$ cat config.mk
export PLATFORM = sky130hd
export DESIGN_NAME = rotate_ddr_wrbuf
export DESIGN_NICKNAME = d
export VERILOG_FILES = /design/src/rtl/rotate_ddr_wrbuf_pkg.sv /design/src/rtl/rotate_ddr_wrbuf_fifo.sv /design/src/rtl/rotate_ddr_wrbuf.sv
export SDC_FILE = /design/constraint.sdc
export NUM_CORES = 2
export LEC_CHECK = 0
export ABC_CLOCK_PERIOD_IN_PS = 9800
export BUFFER_PORTS_ARGS = -buffer_cell sky130_fd_sc_hd__buf_2
export CORE_MARGIN = 2
export CORE_UTILIZATION = 45
export CTS_CLUSTER_SIZE = 20
export DETAILED_ROUTE_END_ITERATION = 6
export PLACE_DENSITY = 0.59
export SYNTH_ARGS = -nofsm -noshare
export SYNTH_HDL_FRONTEND = slang
export SYNTH_SLANG_ARGS = --single-unit
$ cat constraint.sdc
create_clock -name clk_video -period 9.8 [get_ports clk_video]
set_input_delay 0.49 -clock clk_video [delete_from_list [all_inputs] [get_ports clk_video]]
set_output_delay 0.49 -clock clk_video [all_outputs]
set_load 0.05 [all_outputs]
$ cat src/rtl/rotate_ddr_wrbuf_pkg.sv
`default_nettype none
// ============================================================================
// Module   : rotbuf_pkg
// Purpose  : Shared beat type, widths and byte-merge helper for the rotator
//            DDRAM write buffer.
// Revision : 1.0  initial release
// ============================================================================
package rotbuf_pkg;

    localparam int ADDR_W = 29;
    localparam int DATA_W = 64;
    localparam int BE_W   = 8;

    typedef struct packed {
        logic [ADDR_W-1:0] addr;
        logic [BE_W-1:0]   be;
        logic [DATA_W-1:0] din;
    } wr_beat_t;

    localparam int BEAT_W = $bits(wr_beat_t);

    // New bytes win where enabled; bytes never written by either stay zero.
    function automatic logic [DATA_W-1:0] merge_bytes(
        input logic [DATA_W-1:0] old_din,
        input logic [BE_W-1:0]   old_be,
        input logic [DATA_W-1:0] new_din,
        input logic [BE_W-1:0]   new_be
    );
        logic [DATA_W-1:0] result;
        result = '0;
        for (int i = 0; i < BE_W; i++) begin
            if (new_be[i])
                result[i*8 +: 8] = new_din[i*8 +: 8];
            else if (old_be[i])
                result[i*8 +: 8] = old_din[i*8 +: 8];
        end
        return result;
    endfunction

endpackage
`default_nettype wire

$ cat src/rtl/rotate_ddr_wrbuf_fifo.sv
`default_nettype none
// ============================================================================
// Module   : sync_fifo_fwft
// Purpose  : Single-clock first-word-fall-through FIFO; a write into a full
//            FIFO is accepted only when a read frees a slot in the same cycle.
// Revision : 1.0  initial release
// ============================================================================
module sync_fifo_fwft #(
    parameter int DEPTH = 16,
    parameter int WIDTH = 8
) (
    input  logic                       clk,
    input  logic                       rst_n,
    input  logic                       i_wr_en,
    input  logic [WIDTH-1:0]           i_wr_data,
    input  logic                       i_rd_en,
    output logic [WIDTH-1:0]           o_rd_data,
    output logic                       o_full,
    output logic                       o_empty,
    output logic [$clog2(DEPTH):0]     o_level
);

    localparam int AW = $clog2(DEPTH);

    logic [AW:0]      r_wr_ptr;
    logic [AW:0]      r_rd_ptr;
    logic [WIDTH-1:0] r_mem [DEPTH];
    logic             w_do_wr;
    logic             w_do_rd;

    // Equal index with differing wrap bit means every slot is occupied.
    assign o_full  = (r_wr_ptr[AW] != r_rd_ptr[AW]) &&
                     (r_wr_ptr[AW-1:0] == r_rd_ptr[AW-1:0]);
    assign o_empty = (r_wr_ptr == r_rd_ptr);
    assign o_level = r_wr_ptr - r_rd_ptr;

    assign w_do_rd = i_rd_en && !o_empty;
    assign w_do_wr = i_wr_en && (!o_full || w_do_rd);

    assign o_rd_data = r_mem[r_rd_ptr[AW-1:0]];

    always_ff @(posedge clk or negedge rst_n) begin
        if (!rst_n) begin
            r_wr_ptr <= '0;
            r_rd_ptr <= '0;
        end else begin
            if (w_do_wr)
                r_wr_ptr <= r_wr_ptr + 1'b1;
            if (w_do_rd)
                r_rd_ptr <= r_rd_ptr + 1'b1;
        end
    end

    always_ff @(posedge clk) begin
        if (w_do_wr)
            r_mem[r_wr_ptr[AW-1:0]] <= i_wr_data;
    end

endmodule
`default_nettype wire

$ cat src/rtl/rotate_ddr_wrbuf.sv
`default_nettype none
// ============================================================================
// Module   : rotate_ddr_wrbuf
// Purpose  : Coalesces rotator half-word writes into 64-bit beats, queues them
//            and drains them to DDRAM under DDRAM_BUSY; drops are sticky.
//            Optional ROTBUF_STATS_EN adds drop_cnt and hiwater outputs.
// Revision : 1.0  initial release
// ============================================================================
module rotate_ddr_wrbuf
    import rotbuf_pkg::*;
#(
    parameter int DEPTH      = 16,
    parameter int IDLE_FLUSH = 8
) (
    input  logic                    clk_video,
    input  logic                    reset_n,
    input  logic                    in_we,
    input  logic [28:0]             in_addr,
    input  logic [7:0]              in_be,
    input  logic [63:0]             in_din,
    input  logic                    flush,
    input  logic                    DDRAM_BUSY,
    output logic [28:0]             DDRAM_ADDR,
    output logic [63:0]             DDRAM_DIN,
    output logic [7:0]              DDRAM_BE,
    output logic                    DDRAM_WE,
    output logic [7:0]              DDRAM_BURSTCNT,
    output logic                    DDRAM_RD,
    output logic                    overflow,
    input  logic                    clr_overflow,
    output logic [$clog2(DEPTH):0]  level
`ifdef ROTBUF_STATS_EN
    ,
    output logic [15:0]             drop_cnt,
    output logic [$clog2(DEPTH):0]  hiwater
`endif
);

    localparam logic [7:0] c_idle_flush = 8'(IDLE_FLUSH);

    logic      r_pend_valid;
    wr_beat_t  r_pend;
    logic [7:0] r_idle;
    logic      r_flush_defer;
    logic      r_we;
    wr_beat_t  r_out;
    logic      r_overflow;

    logic      w_pend_valid_nxt;
    wr_beat_t  w_pend_nxt;
    logic [7:0] w_idle_nxt;
    logic [7:0] w_idle_inc;
    logic      w_defer_nxt;
    logic      w_flush_req;
    logic      w_push;
    logic      w_pop;
    logic      w_drop;
    logic      w_full;
    logic      w_empty;
    wr_beat_t  w_head;

    assign w_idle_inc  = r_idle + 8'd1;
    // A flush that coincided with a write is replayed on the following cycle.
    assign w_flush_req = flush || r_flush_defer;

    always_comb begin
        w_pend_valid_nxt = r_pend_valid;
        w_pend_nxt       = r_pend;
        w_idle_nxt       = r_idle;
        w_defer_nxt      = 1'b0;
        w_push           = 1'b0;
        if (in_we) begin
            w_idle_nxt  = 8'd0;
            w_defer_nxt = w_flush_req;
            if (r_pend_valid && (r_pend.addr == in_addr)) begin
                w_pend_nxt.be  = r_pend.be | in_be;
                w_pend_nxt.din = merge_bytes(r_pend.din, r_pend.be, in_din, in_be);
            end else begin
                w_push           = r_pend_valid;
                w_pend_valid_nxt = 1'b1;
                w_pend_nxt.addr  = in_addr;
                w_pend_nxt.be    = in_be;
                w_pend_nxt.din   = in_din;
            end
        end else if (r_pend_valid) begin
            if (w_flush_req || (w_idle_inc == c_idle_flush)) begin
                w_push           = 1'b1;
                w_pend_valid_nxt = 1'b0;
                w_idle_nxt       = 8'd0;
            end else begin
                w_idle_nxt = w_idle_inc;
            end
        end else begin
            w_idle_nxt = 8'd0;
        end
    end

    always_ff @(posedge clk_video or negedge reset_n) begin
        if (!reset_n) begin
            r_pend_valid  <= 1'b0;
            r_pend        <= '0;
            r_idle        <= 8'd0;
            r_flush_defer <= 1'b0;
        end else begin
            r_pend_valid  <= w_pend_valid_nxt;
            r_pend        <= w_pend_nxt;
            r_idle        <= w_idle_nxt;
            r_flush_defer <= w_defer_nxt;
        end
    end

    sync_fifo_fwft #(
        .DEPTH (DEPTH),
        .WIDTH (BEAT_W)
    ) u_fifo (
        .clk       (clk_video),
        .rst_n     (reset_n),
        .i_wr_en   (w_push),
        .i_wr_data (r_pend),
        .i_rd_en   (w_pop),
        .o_rd_data (w_head),
        .o_full    (w_full),
        .o_empty   (w_empty),
        .o_level   (level)
    );

    // Refill the output register whenever it is empty or its beat is taken now.
    assign w_pop  = !w_empty && (!r_we || !DDRAM_BUSY);
    assign w_drop = w_push && w_full && !w_pop;

    always_ff @(posedge clk_video or negedge reset_n) begin
        if (!reset_n) begin
            r_we       <= 1'b0;
            r_out      <= '0;
            r_overflow <= 1'b0;
        end else begin
            if (w_pop) begin
                r_out <= w_head;
                r_we  <= 1'b1;
            end else if (r_we && !DDRAM_BUSY) begin
                r_we <= 1'b0;
            end
            if (w_drop)
                r_overflow <= 1'b1;
            else if (clr_overflow)
                r_overflow <= 1'b0;
        end
    end

    assign DDRAM_ADDR     = r_out.addr;
    assign DDRAM_DIN      = r_out.din;
    assign DDRAM_BE       = r_out.be;
    assign DDRAM_WE       = r_we;
    assign DDRAM_BURSTCNT = 8'd1;
    assign DDRAM_RD       = 1'b0;
    assign overflow       = r_overflow;

`ifdef ROTBUF_STATS_EN
    logic [15:0]            r_drop_cnt;
    logic [$clog2(DEPTH):0] r_hiwater;

    always_ff @(posedge clk_video or negedge reset_n) begin
        if (!reset_n) begin
            r_drop_cnt <= 16'd0;
            r_hiwater  <= '0;
        end else begin
            if (clr_overflow)
                r_drop_cnt <= {15'd0, w_drop};
            else if (w_drop && (r_drop_cnt != 16'hFFFF))
                r_drop_cnt <= r_drop_cnt + 16'd1;
            if (clr_overflow)
                r_hiwater <= '0;
            else if (level > r_hiwater)
                r_hiwater <= level;
        end
    end

    assign drop_cnt = r_drop_cnt;
    assign hiwater  = r_hiwater;
`endif

endmodule
`default_nettype wire

* Yosys cells after proc, flatten, opt, wreduce, memory -nomap -nowiden
Memories as Yosys holds them, arrays and structs flattened. A register that Yosys moved wholly into a read port is not among the register bits. Cells that the tools add are included. W data, S select, Z words.
Cells by class: $add $sub $neg 4, equal/unequal tests 14, multiplexer cells 35, bitwise gates (word level) 2, reduce and logical (&&, ||, !) cells 29
Operator list (count):
- $mux W8 | 19
- $mux W72 | 1
- $eq A29 B29 Y1 | 1
- $ne A3 B3 Y1 const B | 8
- $reduce_and A2 Y1 | 9
- $mux W1 | 15
- $add A5 B1 Y5 const B | 2
- $add A8 B1 Y8 const B | 1
- $eq A8 B4 Y1 const B | 1
- $logic_and A1 B1 Y1 | 8
- $or A8 B8 Y8 | 1
- $logic_not A1 Y1 | 6
- $eq A5 B5 Y1 | 1
- $sub A5 B5 Y5 | 1
- $eq A4 B4 Y1 | 1
- $logic_or A1 B1 Y1 | 4
- $reduce_bool A2 Y1 | 2
- $ne A2 B2 Y1 const B | 1
- $ne A1 B1 Y1 | 1
- $not A1 Y1 | 1
Word-level totals: flip-flop bits (word level) 123, memory bits (writable) 1616, input bits 107, output and inout port bits 117, logic and storage cells 102, memories kept 1
Memories:
- u_fifo.r_mem | words 16, width 101, rd ports 1, clocked after Yosys merged registers in 1, write ports 1, line rotate_ddr_wrbuf_fifo.sv:27 | logic [WIDTH-1:0] r_mem [DEPTH];

* Logic depth before layout (Yosys ltp)
word-level depth 9, mapped depth 12, mapped depth without buffers 8

* By module
Synthesis repeated with hierarchy kept, for this count alone.
Second synthesis, totals: cells, all modules 3331, area total of the unflattened synthesis 70789.1 um^2
Modules (own cells, without submodules):
- sync_fifo_fwft | times used 1, cells each 2770, area an instance 62152.1 um^2, sequential area each 48776.8 um^2
- rotate_ddr_wrbuf | times used 1, cells each 561, area an instance 8637.0 um^2, sequential area each 5355.1 um^2

* Worst setup path after synthesis
No wires, ideal clock.
path type flip-flop to flip-flop, from register u_fifo.r_rd_ptr[1], to memory u_fifo.r_mem[3][0] (netlist name), enable pin, library setup time 0.684 ns, data arrival time 9.028 ns, data required time 9.116 ns, path slack 0.088 ns, stages on the path, launching flop included 12, buffers on the path 3, period minus slack after synthesis 9.712 ns, cells stage by stage dfrtp_1 > buf_2 > buf_2 > buf_1 > inv_1 > ha_1 > nand4_1 > nor2_1 > nand2_1 > and3_1 > nand3_1 > nor3_1
On the way: word-level cells in the longest chain between the ends 8, elaborated cells between the ends (all ways) 11, those cells by class eq/ne (2); mux (2); reduce/logical (7)
Ends and longest elaborated chain:
- start: declaration | line rotate_ddr_wrbuf_fifo.sv:26 | logic [AW:0] r_rd_ptr;
- start signal: assignment | line rotate_ddr_wrbuf_fifo.sv:50 | r_rd_ptr <= r_rd_ptr + 1'b1;
- $eq A5 B5 Y1 | line rotate_ddr_wrbuf_fifo.sv:34 | assign o_empty = (r_wr_ptr == r_rd_ptr);
- $logic_not A1 Y1 | line rotate_ddr_wrbuf_fifo.sv:37, rotate_ddr_wrbuf.sv:128
- $logic_and A1 B1 Y1 | line rotate_ddr_wrbuf.sv:128 | assign w_pop = !w_empty && (!r_we || !DDRAM_BUSY);
- $logic_and A1 B1 Y1 | line rotate_ddr_wrbuf_fifo.sv:37 | assign w_do_rd = i_rd_en && !o_empty;
- $logic_or A1 B1 Y1 * | line rotate_ddr_wrbuf_fifo.sv:38 | assign w_do_wr = i_wr_en && (!o_full || w_do_rd);
- $logic_and A1 B1 Y1 * | line rotate_ddr_wrbuf_fifo.sv:38
- $mux W1 * | line rotate_ddr_wrbuf_fifo.sv:55 | if (w_do_wr)
- $mux W1 (not written as such) * | line rotate_ddr_wrbuf_fifo.sv:56 | r_mem[r_wr_ptr[AW-1:0]] <= i_wr_data;
- end: declaration | line rotate_ddr_wrbuf_fifo.sv:27
Every way passes the cells marked *; elsewhere a longest branch is shown, timed or not.

* Worst setup path after layout
from register u_fifo.r_rd_ptr[2], to memory u_fifo.r_mem[6][46] (netlist name), enable pin
The elaborated chain is that of the path after synthesis.

==> summary.md <==
| Metric | Value |
|---|---|
| Status | finished clean |
| Initial antenna violation count | 11 |
| FP Rows | 144 |
| DR vias | 33216 |
| Min Hold Slack | roughly 0.044 ns |
| H-tree depth | 4 |
| Startpoint types | register |
| Final min period | between 5 and 6 ns |
| Critical Path RT | a little over 10 ns |
| Filler cell count | 11988 |
| Reg2reg setup slack | between 4 and 5 ns |
| Ys Warns | 0 |
| Unrepaired setup endpoints after global routing | false |
| Layout cells sized above 1 | 30.3% |
| Min-Delay Path Class | input port to register |
| FF/Latch Area | 54100 um^2 |
| Critical path class | register to register |
| Final setup vio count | 0 |
| #FFs+latches synth | 1840 |
| Vias/cell | 5.80 |
| Leak | 27.0 nW |
| Total track usage | 21.6% |
| Netlist cell types | between 40 and 50 |
| Total of max-cap violations | 0 |
| Largest net degree at the start of global routing | around 170 |
| # DRC | 0 |
| I/O Pins | approximately 220 |
| Iteration count of the initial detailed-routing pass | 5 |
| Max-slew violations | 0 |
| Worst-Margin Slew | roughly 1.3 ns |
| Yosys top cell by area | edfxtp_1 |
| Area occupied by multi-input gates | around 15000 um^2 |
| Root Driver | clkbuf_16 |
| CTS clock-pin slew for the worst setup and hold paths | about 0.060 ns |
| VDD IR max | between 0.0003 and 0.0004 V |
| Fmax achieved | 183 MHz |
| CTS tree | built |
| Max-slew headroom | 15.2% |
| Grt total ovfl | 0 |
| Number of global-route vias before repair | 34603 |
| Tcrit/Tclk final | 55.6% |
| Post-synthesis async set-or-reset flop share | 12.2% |
| Global placement routability congestion | between 0.7 and 0.8 |
| Avg WL per Cell | 29.8 um |
| Total routed wirelength | roughly 170 mm |
| Area delta synth->final | 15.1% |
| Post-Syn Area per Cell | approximately 23 um^2 |
| Cells after synthesis | roughly 3100 |
| Die ar. | 158000 um^2 |
| Iter 0 DRT Violations | 3502 |
| Clk_lat worst skew | 0.80 ns |
| Clock skew | 0.0302 ns |
| Placement Cell Area | approximately 73000 um^2 |
| DIE WIDTH | 398 um |
| Arrival time worst endpoint | between 5 and 6 ns |
| Post-synthesis sequential area ratio | between 70% and 80% |
| First-pass GRT wire length | roughly 240 mm |
| Clk sinks | 1840 |
| Final Hold Viols | 0 |
| Largest fanout on the critical path | 45 |
| Final Cell Area | around 80000 um^2 |
| Post-synth top area share | 69.4% |
| PD cells | 298 nW/um^2 |
| Setup crit end kind | register |
| Predominant post-synthesis flop cell | edfxtp_1 |
| Setup_tns | 0 ns |
| Final HPWL from detailed placement | about 87 mm |
| PortBufs | 214 |
| Total CTS buffers | 186 |
| Synthesized area | 69900 um^2 |
| Remaining antenna violation count after routing | 0 |
| Layout Nets | 3635 |
| Die Ht | 398 um |
| Max clock buf depth | 3 |
| Post_cts resized | 0 |
| Initial Util | 45.3% |
| Core box area | about 150000 um^2 |
| EDFF count, synth | 1616 |
| Top post-synthesis cells by area | edfxtp_1 69%, mux4_2 16%, dfrtp_1 8.0%, nand2_1 1.7%, a22o_1 0.90% |
==> where the power goes <==
group | leakage, nW | switching, mW | internal (mW) | total, mW
Clock | 2.94 | 2.91 | 4.09 | 7.00
Sequential | 17.4 | 0.631 | 9.64 | 10.3
Combinational | 6.64 | 3.91 | 2.81 | 6.71
Total | 27.0 | 7.45 | 16.5 | 24.0
==> per-stage QoR <==
| stage | cells | power (mW) | worst slack [ns] | utilization (%) |
|---|---|---|---|---|
| 2_1_floorplan | 3106 | 15.3 | 0.0878 | - |
| 4_1_cts | 5721 | 24.3 | 4.28 | 52.2 |
| 5_1_grt | 5722 | 24.9 | 4.16 | 52.2 |
| 3_5_place_dp | 5270 | 17.2 | 4.32 | 47.6 |
| 3_3_place_gp | 5270 | 17.1 | 4.39 | 47.6 |
| 6_report | 5723 | 24.0 | 4.35 | 52.2 |
==> critical path: stages, from the launching register on <==
cell and delay (ns):
dfrtp_4 1.00, inv_1 0.13, ha_1 0.39, nand4_1 0.21
nor2_1 0.09, nand2_1 0.22, nand4b_1 0.40, nor2_4 0.78
buf_4 0.84, buf_4 0.91
==> area by class of cell <==
type	instances	share of cell area (%)
inverters	13	0.0762
well taps	2044	3.18
multi-input cells	1098	18.7
repair buffers	377	3.26
clock inverters	79	1.04
flip-flops and latches	1840	67.3
clock buffers	270	6.48
diodes	2	0.00622
==> Yosys cell counts (2+ instances only) <==
| cell | count |
|---|---|
| o21ai_0 | 3 |
| ha_1 | 11 |
| xnor2_1 | 38 |
| nand2b_1 | 11 |
| dfrtp_1 | 224 |
| nor2_1 | 22 |
| a21oi_1 | 4 |
| buf_6 | 10 |
| edfxtp_1 | 1616 |
| inv_1 | 13 |
| xor2_1 | 9 |
| nor3_1 | 7 |
| buf_2 | 19 |
| a31oi_1 | 2 |
| conb_1 | 2 |
| a21o_1 | 2 |
| nand3_1 | 6 |
| or3_1 | 2 |
| nand2_1 | 316 |
| a22o_1 | 72 |
| nand4b_1 | 4 |
| o21ai_4 | 8 |
| buf_1 | 25 |
| mux2_2 | 29 |
| buf_4 | 39 |
| o21a_1 | 6 |
| o21a_4 | 2 |
| clkbuf_1 | 61 |
| nand4_1 | 12 |
| mux4_2 | 505 |
==> cells by family (layout without fill, tap and decap cells) <==
logic type      count (synthesis)  after routing  share of synthesized area (%)
flops                        1840           1840                           77.5
buf+inv                       168            739                           1.25
simple gates                  391            391                           2.34
compound gates                103            103                           1.35
other cells                     2             11                         0.0107
xor+xnor                       47             47                          0.589
fa+ha+maj                      12             12                          0.226
mux                           536            536                           16.8
==> metal layers <==
| layer | track usage (%) | up-vias | part of all wire (%) |
|---|---|---|---|
| met1 | 29.9 | 18008 | 41 |
| met5 | 0 | - | 0.050 |
| met3 | 4.70 | 269 | 7.5 |
| li1 | - | 13662 | - |
| met4 | 6.11 | 16 | 2.3 |
| met2 | 34.9 | 1261 | 49 |
==> cells in the final DEF (no fill, tap or decap), types with 12 or more instances in the layout <==
| cell type | instances |
|---|---|
| a22o_1 | 72 |
| buf_2 | 213 |
| buf_4 | 56 |
| bufinv_16 | 15 |
| clkbuf_1 | 63 |
| clkbuf_16 | 189 |
| clkbuf_8 | 18 |
| clkinv_1 | 19 |
| clkinv_2 | 26 |
| dfrtp_1 | 221 |
| dlygate4sd3_1 | 102 |
| edfxtp_1 | 1616 |
| mux2_2 | 29 |
| mux4_2 | 505 |
| nand2_1 | 316 |
| nand4_1 | 12 |
| xnor2_1 | 38 |
==> flip-flops by register name (all words and copies together), names as in the netlist, 5 cells and up <==
signal,cells
DDRAM_DIN,64
u_fifo.r_mem,1616
DDRAM_ADDR,29
r_idle,8
u_fifo.r_wr_ptr,5
DDRAM_BE,8
u_fifo.r_rd_ptr,5
r_pend,101
==> final timing paths <==
check / endpoint / cells after the start / from
max in group asynchronous: r_pend[13]$_DFFE_PN0P_ / 4 / reset_n
setup / recovery: u_fifo.r_mem[6][46]$_DFFE_PP_ / 9 / u_fifo.r_rd_ptr[2]$_DFFE_PN0P_
hold reg to reg: DDRAM_DIN[13]$_DFFE_PN0P_ / 2 / DDRAM_DIN[13]$_DFFE_PN0P_
setup reg to reg: u_fifo.r_mem[6][46]$_DFFE_PP_ / 9 / u_fifo.r_rd_ptr[2]$_DFFE_PN0P_
hold / removal: r_pend[21]$_DFFE_PN0P_ / 2 / in_din[21]
min in group asynchronous: DDRAM_DIN[30]$_DFFE_PN0P_ / 2 / reset_n
==> what timing repair did <==
| item | in CTS | in global routing |
|---|---|---|
| buffers inserted | 0 | 0 |
| setup endpoints to repair | 0 | 0 |
| hold endpoints to repair | 167 | 0 |
| hold buffers | 102 | 0 |
No activity file was read; power rests on OpenSTA's default activity.
